**src/rtl/vend_actuator_sequencer.sv**
```systemverilog
// Actuator sequencer behind the vending FSM: captures request edges, fires one
// actuator at a time for a fixed on-time plus idle gap, and tracks stock levels.
module vend_actuator_sequencer #(
  parameter int unsigned PULSE_CYCLES = 100,
  parameter int unsigned GAP_CYCLES   = 50,
  parameter logic [7:0]  MASK_INIT    = 8'd50,
  parameter logic [7:0]  COIN1_INIT   = 8'd50,
  parameter logic [7:0]  COIN2_INIT   = 8'd50
) (
  input  logic clk,
  input  logic reset,
  input  logic dispense,
  input  logic one_balance,
  input  logic two_balance,
  input  logic refill,
  output logic mask_motor,
  output logic coin1_drive,
  output logic coin2_drive,
  output logic busy,
  output logic mask_empty,
  output logic coin1_empty,
  output logic coin2_empty,
  output logic fault,
  output logic overrun
);

  typedef enum logic [1:0] {IDLE = 2'd0, ON = 2'd1, GAP = 2'd2} state_t;

  localparam logic [15:0] PULSE_LD = PULSE_CYCLES[15:0];
  localparam logic [15:0] GAP_LD   = GAP_CYCLES[15:0];

  state_t      state;
  logic [15:0] timer;
  logic [2:0]  pending;
  logic [2:0]  prev;
  logic [2:0]  drive_sel;
  logic [7:0]  mask_stock;
  logic [7:0]  coin1_stock;
  logic [7:0]  coin2_stock;
  logic [2:0]  req;
  logic [2:0]  edges;
  logic [2:0]  pick;
  logic        pick_empty;

  // Channel bit order everywhere: [0] mask, [1] coin1, [2] coin2.
  always_comb begin
    req        = {two_balance, one_balance, dispense};
    edges      = req & ~prev;
    pick       = 3'b000;
    pick_empty = 1'b0;
    if (state == IDLE) begin
      if (pending[0]) begin
        pick       = 3'b001;
        pick_empty = mask_empty;
      end else if (pending[1]) begin
        pick       = 3'b010;
        pick_empty = coin1_empty;
      end else if (pending[2]) begin
        pick       = 3'b100;
        pick_empty = coin2_empty;
      end
    end
  end

  assign mask_empty  = (mask_stock == 8'd0);
  assign coin1_empty = (coin1_stock == 8'd0);
  assign coin2_empty = (coin2_stock == 8'd0);
  assign busy        = (|pending) || (state != IDLE);
  assign {coin2_drive, coin1_drive, mask_motor} = drive_sel;

  always_ff @(posedge clk or posedge reset) begin
    if (reset) begin
      state       <= IDLE;
      timer       <= 16'd0;
      pending     <= 3'b000;
      prev        <= 3'b000;
      drive_sel   <= 3'b000;
      mask_stock  <= MASK_INIT;
      coin1_stock <= COIN1_INIT;
      coin2_stock <= COIN2_INIT;
      fault       <= 1'b0;
      overrun     <= 1'b0;
    end else begin
      prev    <= req;
      // A same-channel edge in the clearing cycle survives as a fresh request.
      pending <= (pending & ~pick) | edges;

      if (refill) begin
        mask_stock  <= MASK_INIT;
        coin1_stock <= COIN1_INIT;
        coin2_stock <= COIN2_INIT;
        fault       <= 1'b0;
        overrun     <= 1'b0;
      end else begin
        if (|(edges & pending & ~pick)) overrun <= 1'b1;
        if ((|pick) && pick_empty) fault <= 1'b1;
        if ((|pick) && !pick_empty) begin
          if (pick[0]) mask_stock  <= mask_stock - 8'd1;
          if (pick[1]) coin1_stock <= coin1_stock - 8'd1;
          if (pick[2]) coin2_stock <= coin2_stock - 8'd1;
        end
      end

      case (state)
        IDLE: begin
          if ((|pick) && !pick_empty) begin
            state     <= ON;
            timer     <= PULSE_LD;
            drive_sel <= pick;
          end
        end
        ON: begin
          if (timer <= 16'd1) begin
            state     <= GAP;
            timer     <= GAP_LD;
            drive_sel <= 3'b000;
          end else begin
            timer <= timer - 16'd1;
          end
        end
        GAP: begin
          if (timer <= 16'd1) begin
            state <= IDLE;
            timer <= 16'd0;
          end else begin
            timer <= timer - 16'd1;
          end
        end
        default: begin
          state     <= IDLE;
          timer     <= 16'd0;
          drive_sel <= 3'b000;
        end
      endcase
    end
  end

endmodule

```
**config.mk**
```make
export PLATFORM = sky130hd
export DESIGN_NAME = vend_actuator_sequencer
export DESIGN_NICKNAME = d
export VERILOG_FILES = /design/src/rtl/vend_actuator_sequencer.sv
export SDC_FILE = /design/constraint.sdc
export NUM_CORES = 1
export LEC_CHECK = 0
export ABC_AREA = 1
export CELL_PAD_IN_SITES_DETAIL_PLACEMENT = 1
export CELL_PAD_IN_SITES_GLOBAL_PLACEMENT = 1
export CORE_MARGIN = 3
export CORE_UTILIZATION = 40
export DETAILED_ROUTE_END_ITERATION = 8
export GPL_TIMING_DRIVEN = 0
export MAX_ROUTING_LAYER = met4
export PLACE_DENSITY_LB_ADDON = 0.1
export SYNTH_ARGS = -nofsm -noshare
export SYNTH_HDL_FRONTEND = slang
export SYNTH_SLANG_ARGS = --single-unit
```
**constraint.sdc**
```tcl
create_clock -name clk -period 3 [get_ports clk]
set_clock_uncertainty 0.15 [all_clocks]
set_input_delay 0.45 -clock clk [delete_from_list [all_inputs] [get_ports clk]]
set_output_delay 0.45 -clock clk [all_outputs]
set_load 0.05 [all_outputs]
```
### Word level (Yosys, flattened, before mapping)

Index checks and enable logic that the tools add are counted.

* eq/ne operators: 5
* magnitude comparators: 1
* mux-type cells: 32
* add/subtract/negate cells: 4
* reduce and logical (&&, ||, !) cells: 23
* bitwise logic cells: 8

Operator list (number)
* 8-bit 2-to-1 mux: 9
* 16-bit 2-to-1 mux: 3
* 16-bit one-hot mux with 3 select lines: 1
* 8-bit zero test: 3
* 8-bit by 1-bit subtractor with 8-bit output, second input constant: 3
* 3-bit 2-to-1 mux: 6
* 16-bit by 1-bit less-or-equal comparator with 1-bit output, second input constant: 1
* 16-bit by 1-bit subtractor with 16-bit output, second input constant: 1
* 2-bit nonzero test: 7
* 3-bit AND: 4
* 3-bit one-hot mux with 3 select lines: 1
* 3-bit OR reduction: 3
* 1-bit 2-to-1 mux: 8
* 2-bit 2-to-1 mux: 3
* 3-bit inverter: 2
* 2-bit one-hot mux with 3 select lines: 1
* 2-bit AND reduction: 3
* 3-bit AND reduction: 2
* 2-bit inequality test, second input constant: 2
* 3-bit OR: 1
* 2-bit by 1-bit equality test with 1-bit output, second input constant: 1
* 2-bit equality test, second input constant: 1
* 1-bit logical AND: 2
* 2-bit zero test: 1
* other kinds (4): 4

* output and inout port bits: 9
* input port bits: 6
* logic and storage cells: 83
* register bits after elaboration: 53

### Logic depth before layout (Yosys ltp)

Gate-level depths: netlist of run 1.

* depth after elaboration: 9
* mapped depth: 12
* gate-level depth less buffers: 12

### Worst setup path before layout of run 1

Ideal clock, no wire load.

* kind: register -> register
* from: register coin2_stock[0]
* to: register coin2_stock[6]
* cell stages (with the launch flop): 12
* clock period less this slack: 2.089 ns
* library setup time: 0.117 ns
* data required time: 2.733 ns
* slack: 0.911 ns
* buffers on the path: 0
* arrival time: 1.822 ns
* cell sequence: dfrtp_1 inv_1 ha_1 nand2_1 nor2_2 nor2_2 nor2_8 nand2_8 nand2_4 nand2_4 nand2_1 o21ai_2

* word-level cells in the longest chain between the ends: 9
* elaborated cells on any way between the ends: 13
* classes of those cells: 1 x add/sub; 7 x mux; 5 x reduce/logical

Ends and longest elaborated chain
* from (decl): line 39 `logic [7:0] coin2_stock;`
* from (signal assigned): line 100 `if (pick[2]) coin2_stock <= coin2_stock - 8'd1;`
* 8-bit zero test: line 67 `assign coin2_empty = (coin2_stock == 8'd0);`
* via coin2_empty: line 22 `output logic coin2_empty,`
* 1-bit 2-to-1 mux: line 58 `end else if (pending[2]) begin`
* 1-bit 2-to-1 mux: line 55 `end else if (pending[1]) begin`
* 1-bit 2-to-1 mux: line 52 `if (pending[0]) begin`
* 1-bit 2-to-1 mux: line 51 `if (state == IDLE) begin`
* 1-bit zero test: line 97 `if ((|pick) && !pick_empty) begin`
* 1-bit logical AND: line 97
* 2-bit nonzero test (no source line)
* 2-bit AND reduction (no source line)

The timed path passes the listed nets, and every way through them passes these cells. The select of a mux whose other input is x is not followed.
A chain may end at the register's enable or synchronous reset.

### Final worst setup path of run 1

* from: register coin1_stock[0]
* to: output port coin1_empty

* word-level cells in the longest chain between the ends: 1

Ends and longest elaborated chain
* from (decl): line 38 `logic [7:0] coin1_stock;`
* from (signal assigned): line 99 `if (pick[1]) coin1_stock <= coin1_stock - 8'd1;`
* 8-bit zero test: line 66 `assign coin1_empty = (coin1_stock == 8'd0);`
* to (decl): line 21 `output logic coin1_empty,`

No other way between the ends.

==> run_results.csv, run 1 <==
group,metric,value,unit
clock_network,clk_pin_slew_worst_paths,0.10,ns
synthesis,postSynth.asyncResetShare,100,%
synthesis,yosysTopAreaCellShare,33.9,%
global_routing,antenna_found_initial,0,
clock_network,cts_resized,0,
timing,rsz0062_at_grt,"false",
routing,wirelength,8330,µm
placed_design,place_hpwl,6190,µm
worst_setup_path,path_class,"register to output port",
floorplan,start_util,41.6,%
cells_and_area,final_util,46.8,%
placed_design,dp_slack,0.605,ns
floorplan,num_rows,32,
cells_and_area,fin_cells,545,
clock_network,postCtsHoldBufs,0,
worst_setup_path,start_kind,"register",
run_status,status,"complete, no violations",
power,leakagePower,1.77,nW
synthesis,yosysWarnings,0,
cells_and_area,area_growth_syn_to_layout,12.4,%
placed_design,dpl_cell_area,3540,µm²
placed_design,dpl.cell_count,537,
timing,fin_tns_setup,0,ns
floorplan,dieArea,9240,µm²
timing,finalSetupViolCount,0,
synthesis,yosysUniqueCellTypes,36,
global_routing,grt_pass1_vias,2852,
cells_and_area,nets,456,
timing,fmaxAchievable,366,MHz
floorplan,io_pins,15,
timing,finalCritPeriodShare,91.0,%
timing,finalHoldViolCount,0,
synthesis,synth_cells,420,
cells_and_area,antenna_cells,0,
floorplan,die_x,96.1,µm
global_routing,grt_max_degree,39,
timing,setup_slack,0.271,ns
power,powerDensity,413,nW/µm²
synthesis,synth_area,3250,µm²
synthesis,synth_area_leaders,"dfrtp_1 (34%), nand2_1 (11%), dfstp_2 (7.3%)",
timing,slew-limit-headroom,52.5,%
cells_and_area,drive_gt1_share,13.5,%
placed_design,gp_congestion,0.829,
floorplan,fp.coreArea,7810,µm²
clock_network,htree_levels,2,
global_routing,grtUsageTotal,20.4,%
timing,worst-slew-pin-transition,0.709,ns
timing,whs,0.283,ns
power,p_total,1.51,mW
synthesis,syn_avg_cell_area,7.73,µm²
routing,drt-vias-per-instance,5.10,
timing,period_minus_slack,2.73,ns
clock_network,cts_buffers,5,
routing,firstDrtPassIters,5,
global_routing,grt_overflow,0,
global_routing,grt_pass1_wl,14000,µm
clock_network,cts_tree,"yes",
synthesis,synth_edf_count,0,
clock_network,postCtsSetupBuffers,0,
worst_setup_path,crit_path_max_fanout,4,
worst_hold_path,hp-class,"primary input to async pin",
placed_design,io_buffers,14,
clock_network,clk_latency,0.31,ns
cells_and_area,design_area,3650,µm²
flow_run,max_cap_viol_count,0,
synthesis,synth_fp_nets,434,
synthesis,synth_area_leader_cell,"dfrtp_1",
routing,dr.first_iter.drc_count,70,
clock_network,clockBufferDepth,2,
synthesis,synth_common_cells,"nand2_1 (99), nor2_1 (63), inv_1 (46), dfrtp_1 (44), nand3_1 (34)",
worst_setup_path,cp.arrival,2.13,ns
clock_network,cts_root_buf,"clkbuf_8",
worst_setup_path,crit_path_end_kind,"output port",
routing,drc,0,
timing,final_max_slew_viol_count,0,
power,peakVddDrop,201,µV
floorplan,fp.dieH,96.1,µm
synthesis,synth_seq_area_share,41.2,%
routing,wire_per_inst,15.3,µm
synthesis,synth.most_common_cell,"nand2_1",
clock_network,cts_sinks,53,
routing,via_count,2777,
routing,ant_nets,0,
synthesis,ys.flop_type,"dfrtp_1",
worst_setup_path,crit_required,2.40,ns
synthesis,ys_ff_latch,53,
-- path summary, 6_finish.rpt --
check,startpoint,to,slack (ns),cells after the start
max,coin1_stock[0],coin1_empty,0.27,5
min,reset,mask_stock[3],0.28,2
max reg2reg,coin2_stock[1],drive_sel[1],0.92,12
min in group clk,drive_sel[2],drive_sel[2],0.33,2
max in group asynchronous,reset,coin2_stock[4],1.80,3
min reg2reg,drive_sel[2],drive_sel[2],0.33,2
-- critical path, stage by stage, from the launching register on --
cell	delay, ns
dfrtp_1	0.41
inv_1	0.13
ha_1	0.16
nand3_1	0.12
nor2_4	0.17
clkdlybuf4s50_1	0.83
-- area by class of cell --
cell class,instances,area [µm²]
fillers,977,4160
clock inverters,1,30.0
flip-flops and latches,53,1340
inverters,49,184
multi-input cells,312,1690
repair buffers,15,160
clock buffers,7,86.3
plain buffers,6,35.0
well taps,102,128
-- cells in the final DEF, fill, tap and decap left out, drive strengths merged, types with 2 or more instances in the layout --
cell type      count
nand3             35
dfstp              9
buf                4
o2111ai            2
o22ai              3
a31oi              4
ha                 8
clkbuf            10
o21bai             2
nand4              8
xnor2              3
xor2              19
inv               49
dfrtp             44
o21ai             31
nor2              79
a21oi              4
nand2            109
clkdlybuf4s50     14
-- cells by family (layout without fill, tap and decap cells) --
| kind of cell | count (synthesis) | in the layout | share of synthesized area [%] |
|---|---|---|---|
| adders and majority gates | 8 | 8 | 3.08 |
| AOI/OAI and AO/OA | 48 | 48 | 9.17 |
| and+or+nand+nor | 234 | 234 | 33.9 |
| xor gates and xnor gates | 22 | 22 | 5.93 |
| DFF | 53 | 53 | 41.2 |
| buffers and inverters | 55 | 78 | 6.74 |
-- registers in the layout, indices dropped and copies added, names as in the netlist --
name	flops
overrun	1
coin2_stock	8
drive_sel	3
coin1_stock	8
pending	3
mask_stock	8
fault	1
prev	3
timer	16
state	2
-- routing by layer --
layer	share of wire, %	global-route usage, %	routed length (µm)
met1	48	26.1	3980
met2	49	33.7	4120
met3	1.5	3.83	127
met4	1.2	4.27	98
met5	0	-	0
-- report_power, final --
part	switching, mW	internal (mW)	total (mW)
sequential	0.0233	0.747	0.770
combinational	0.140	0.0770	0.217
clock	0.249	0.273	0.521
total	0.412	1.10	1.51
No activity file was read; power rests on OpenSTA's default activity.
==> run 2: changes to the inputs <==
==> constraint.sdc (replaced) <==
create_clock -name clk -period 3.4 [get_ports clk]
set_clock_uncertainty 0.15 [all_clocks]
set_input_delay 0.51 -clock clk [delete_from_list [all_inputs] [get_ports clk]]
set_output_delay 0.51 -clock clk [all_outputs]
set_load 0.05 [all_outputs]
==> results of run 2 <==
Same layout as run 1 (identical final DEF). Status: complete, no violations.
Among the figures that moved: setup slack after placement 0.605 ns -> 0.945 ns; clock-pin slew on the worst setup and hold paths 0.10 ns -> 0.09 ns; setup slack after layout 0.271 ns -> 0.611 ns; hold slack 0.283 ns -> 0.329 ns; register-to-register setup slack 0.92 ns -> 1.32 ns; total power 1.51 mW -> 1.33 mW; worst IR drop on VDD 201 µV -> 177 µV
==> run 3: changes to the inputs <==
==> constraint.sdc (replaced) <==
create_clock -name clk -period 2.6 [get_ports clk]
set_clock_uncertainty 0.15 [all_clocks]
set_input_delay 0.39 -clock clk [delete_from_list [all_inputs] [get_ports clk]]
set_output_delay 0.39 -clock clk [all_outputs]
set_load 0.05 [all_outputs]
==> run_results.csv, run 3 (same netlist as run 1, synthesis figures left out) <==
group,metric,value,unit
routing,via_count,2774,
power,powerDensity,477,nW/µm²
cells_and_area,nets,456,
floorplan,io_pins,15,
worst_setup_path,reg2reg_depth,9,
clock_network,postCtsHoldBufs,0,
power,peakVddDrop,230,µV
clock_network,clockBufferDepth,2,
timing,whs,0.223,ns
placed_design,gp_congestion,0.829,
timing,setup_slack,0.210,ns
clock_network,cts_tree,"yes",
clock_network,cts_buffers,5,
routing,wire_per_inst,15.3,µm
cells_and_area,design_area,3650,µm²
timing,finalCritPeriodShare,91.9,%
worst_hold_path,hp-class,"primary input to async pin",
clock_network,postCtsSetupBuffers,0,
global_routing,grt_max_degree,39,
cells_and_area,antenna_cells,0,
worst_setup_path,path_class,"register to output port",
timing,period_minus_slack,2.39,ns
routing,drt-vias-per-instance,5.09,
floorplan,dieArea,9240,µm²
placed_design,io_buffers,14,
placed_design,dp_slack,0.265,ns
worst_setup_path,cp.arrival,1.85,ns
worst_setup_path,rrSetupSlack,0.53,ns
cells_and_area,mostFrequentLayoutCells,"nand2_1 (99), nor2_1 (63), inv_1 (45), dfrtp_1 (44), nand3_1 (34)",
placed_design,dpl_cell_area,3540,µm²
timing,rsz0062_at_grt,"false",
worst_setup_path,crit_path_end_kind,"output port",
floorplan,die_x,96.1,µm
timing,final_max_slew_viol_count,0,
cells_and_area,largest_reg_flops,16,
floorplan,fp.coreArea,7810,µm²
routing,wirelength,8310,µm
clock_network,clk_pin_slew_worst_paths,0.10,ns
cells_and_area,largest_register,"timer",
global_routing,grt_overflow,0,
cells_and_area,final_common_cell,"nand2_1",
clock_network,cts_sinks,53,
timing,worst-slew-pin-transition,0.709,ns
floorplan,start_util,41.6,%
timing,finalSetupViolCount,0,
cells_and_area,area_growth_syn_to_layout,12.3,%
worst_setup_path,crit_required,2.06,ns
routing,ant_nets,0,
routing,firstDrtPassIters,4,
cells_and_area,final_util,46.7,%
clock_network,cts_root_buf,"clkbuf_8",
global_routing,antenna_found_initial,0,
worst_setup_path,reg2reg_from,"timer[1]",
worst_setup_path,crit_path_max_fanout,4,
timing,fmaxAchievable,418,MHz
placed_design,place_hpwl,6190,µm
clock_network,htree_levels,2,
global_routing,grt_pass1_wl,14000,µm
flow_run,max_cap_viol_count,0,
clock_network,cts_resized,4,
global_routing,grt_pass1_vias,2852,
worst_setup_path,rr_endpoint,"timer[11]",
power,leakagePower,1.78,nW
timing,slew-limit-headroom,52.5,%
floorplan,fp.dieH,96.1,µm
global_routing,grtUsageTotal,20.4,%
timing,finalHoldViolCount,0,
cells_and_area,drive_gt1_share,13.5,%
run_status,status,"complete, no violations",
worst_setup_path,start_kind,"register",
routing,drc,0,
floorplan,num_rows,32,
routing,dr.first_iter.drc_count,73,
clock_network,clk_latency,0.32,ns
[run 3: changes by cell type in the layout (fill, tap and decap cells not counted), sizes merged]
cell / change
dlygate4sd2: +4
clkdlybuf4s50: -4
[run 3: power breakdown]
part | total [mW] | switching (mW) | internal, mW
logic | 0.247 | 0.162 | 0.0858
registers | 0.889 | 0.0268 | 0.862
clock network | 0.602 | 0.288 | 0.315
[run 3: metrics by stage]
| step | TNS (ns) | power (mW) | instances |
|---|---|---|---|
| after CTS | 0 | 1.77 | 545 |
| final | 0 | 1.74 | 545 |
| after global placement | -16.72 | 1.14 | 536 |
| after floorplan | 0 | 1.08 | 420 |
| after detailed placement | 0 | 1.16 | 537 |
| after global routing | 0 | 1.83 | 545 |
[run 3: cell type report]
type	count	area (µm²)
Tap cell	102	128
Timing Repair Buffer	15	155
Sequential cell	53	1340
Buffer	6	35.0
Clock inverter	1	30.0
Inverter	49	184
Multi-Input combinational cell	312	1690
Clock buffer	7	86.3
Fill cell	979	4160
[run 3: worst max path at each step]
stage / from / to / slack (ns)
5_1_grt: coin1_stock[0] / coin1_empty / 0.11
4_1_cts: coin1_stock[0] / coin1_empty / 0.18
3_3_place_gp: reset / coin1_stock[6] / -0.38
6_report: coin1_stock[0] / coin1_empty / 0.21
2_1_floorplan: coin2_stock[0] / coin2_stock[6] / 0.51
3_5_place_dp: coin1_stock[0] / coin1_empty / 0.27
[run 3: worst max-delay path: stages, from the launching register on]
cell           delay (ns)
dfrtp_1              0.41
inv_1                0.13
ha_1                 0.16
nand3_1              0.12
nor2_4               0.17
dlygate4sd2_1        0.55
[run 3: routing by layer]
metal  global-route usage [%]  vias to the layer above  wire [µm]
li1                         -                     1381          -
met1                     26.1                     1361       3980
met2                     33.7                       24       4120
met3                     3.83                        8        116
met4                     4.27                        0         98
met5                        -                        -          0
==> RTL change (settings of run 1) <==
The 3 states of `state_t` get a one-hot encoding in 3 bits.
--- a/src/rtl/vend_actuator_sequencer.sv
+++ b/src/rtl/vend_actuator_sequencer.sv
@@ -24,7 +24,7 @@
   output logic overrun
 );
 
-  typedef enum logic [1:0] {IDLE = 2'd0, ON = 2'd1, GAP = 2'd2} state_t;
+  typedef enum logic [2:0] {IDLE = 3'b001, ON = 3'b010, GAP = 3'b100} state_t;
 
   localparam logic [15:0] PULSE_LD = PULSE_CYCLES[15:0];
   localparam logic [15:0] GAP_LD   = GAP_CYCLES[15:0];
Check against the original RTL: same outputs for any inputs over 10 cycles, from zero or initial values and one cycle with reset high; not proved beyond that.
==> RTL change against run 1 <==
Register-to-register slack lost 0.08 ns. Sequential cell count grew 1. Worst setup slack lost 0.081 ns. Routed wire length grew 0.18%. Design area grew 0.24%. Final cell count is the same. Synthesized cell count is the same. Synthesized area grew 0.92%.
Power is not compared: it rests on default switching activity, and its combinational part moved more than twofold at a synthesized area within 25%.
==> RTL change: results (changes against run 1) <==
DP Area - 3570 sq um (+0.85%)
GR Util met3 - 0.0256 (-0.0127)
Vias per Instance - 5.17 (+1.4%)
Layout non-clock buf frac - 0.0619 (+0.00842)
Iteration-0 DRC Markers - 84 (+20%)
CP max stage delay - 0.71 ns (-0.12 ns)
R2R Path Start - timer[0]
met3 wire len - 140 microns (+10%)
Top reg by flops - timer
Worst EP arrival - 2.21 ns (+0.08 ns)
share of cells above drive strength 1 - 0.144 (+0.00903)
vias in the first global route - 2908 (+2.0%)
Post-Synth Adder-Cell Area - 0.0305 (-0.000282)
inverter count - 42 (-14%)
post-synthesis cell type count - 38 (+5.6%)
Slowest-stage cell, CP - clkdlybuf4s50_1
Final clock-cell share - 0.0260 (-0.00589)
WL met1 - 3.79 mm (-4.8%)
multi-input logic portion of the cell area - 0.462 (-0.00145)
Routed met2 length - 4.31 mm (+4.6%)
met2 Resource Use GR - 0.363 (+0.0257)
first-pass GRT wire length - 14.4 mm (+2.6%)
RD Place Congestion - 0.813 (-2.0%)
fill count - 991 (+1.4%)
dominant cells by area after synthesis - dfrtp_1, nand2_1, nand3_1
GRT Util Overall - 0.204 (+0.000405)
Compound-Gate Fraction of Synth Area - 0.103 (+0.0114)
dominant synthesized flop cell - dfrtp_1
Sequential Area - 1360 sq um (+2.0%)
register area share after synthesis - 0.416 (+0.00424)
reg2reg path depth - 10 (-2)
met1 GRT Util - 0.248 (-0.0135)
Synth top cells by count - nand2_1, nand3_1, dfrtp_1
aggregate routed wire length - 8.34 mm (+0.18%)
Placement Setup Slack - 0.500 ns (-0.105 ns)
DP Cell Count - 537 (unchanged)
dpl hpwl - 6.28 mm (+1.5%)
P_leak - 1.84 nW
sequential cells - 54 (+1.9%)
FF-to-FF End - timer[12]
peak supply drop - 0.424 mV
fin crit period - 2.81 ns (+0.0809 ns)
worst-margin pin slew - 0.623 ns (-0.0859 ns)
Post-CTS Resized - 0 (unchanged)
DR pass1 iterations - 4 (-1)
Post-Synth XOR/XNOR Area - 0.0481 (-0.0112)
Diodes inserted - 0 (unchanged)
CLK BUF - 6 (-1)
mean post-synth cell area - 7.81 sq um (+0.92%)
R2R Setup Slk - 0.84 ns (-0.08 ns)
crit-path max FO - 10 (+6)
sequential share of cell area - 0.373 (+0.00630)
Critical Path Start - state[0]
status - finished, final reports clean
Non-Clock Buffer Count - 27 (+29%)
-- RTL change: kinds of logic (layout without fill, tap and decap cells) --
group	Yosys count	in the layout
AOI/OAI and AO/OA	47	47
DFF	54	54
adders and majority gates	8	8
xor gates and xnor gates	18	18
and+or+nand+nor	239	239
buffers and inverters	54	77
-- RTL change: how the worst min path moves through the flow --
stage	startpoint	endpoint	slack, ns	cells after the start
2_1_floorplan	prev[0]	pending[0]	0.28	1
3_3_place_gp	prev[0]	pending[0]	0.30	1
3_5_place_dp	prev[0]	pending[0]	0.31	1
4_1_cts	reset	timer[11]	0.30	2
5_1_grt	reset	timer[11]	0.32	2
6_report	reset	timer[11]	0.29	2
-- RTL change: report_power, final --
group          switching (mW)  total, mW  internal, mW
Sequential              0.261       1.31          1.04
Clock                   0.248      0.435         0.186
Combinational            1.59       2.41         0.820
Total                    2.10       4.15          2.05
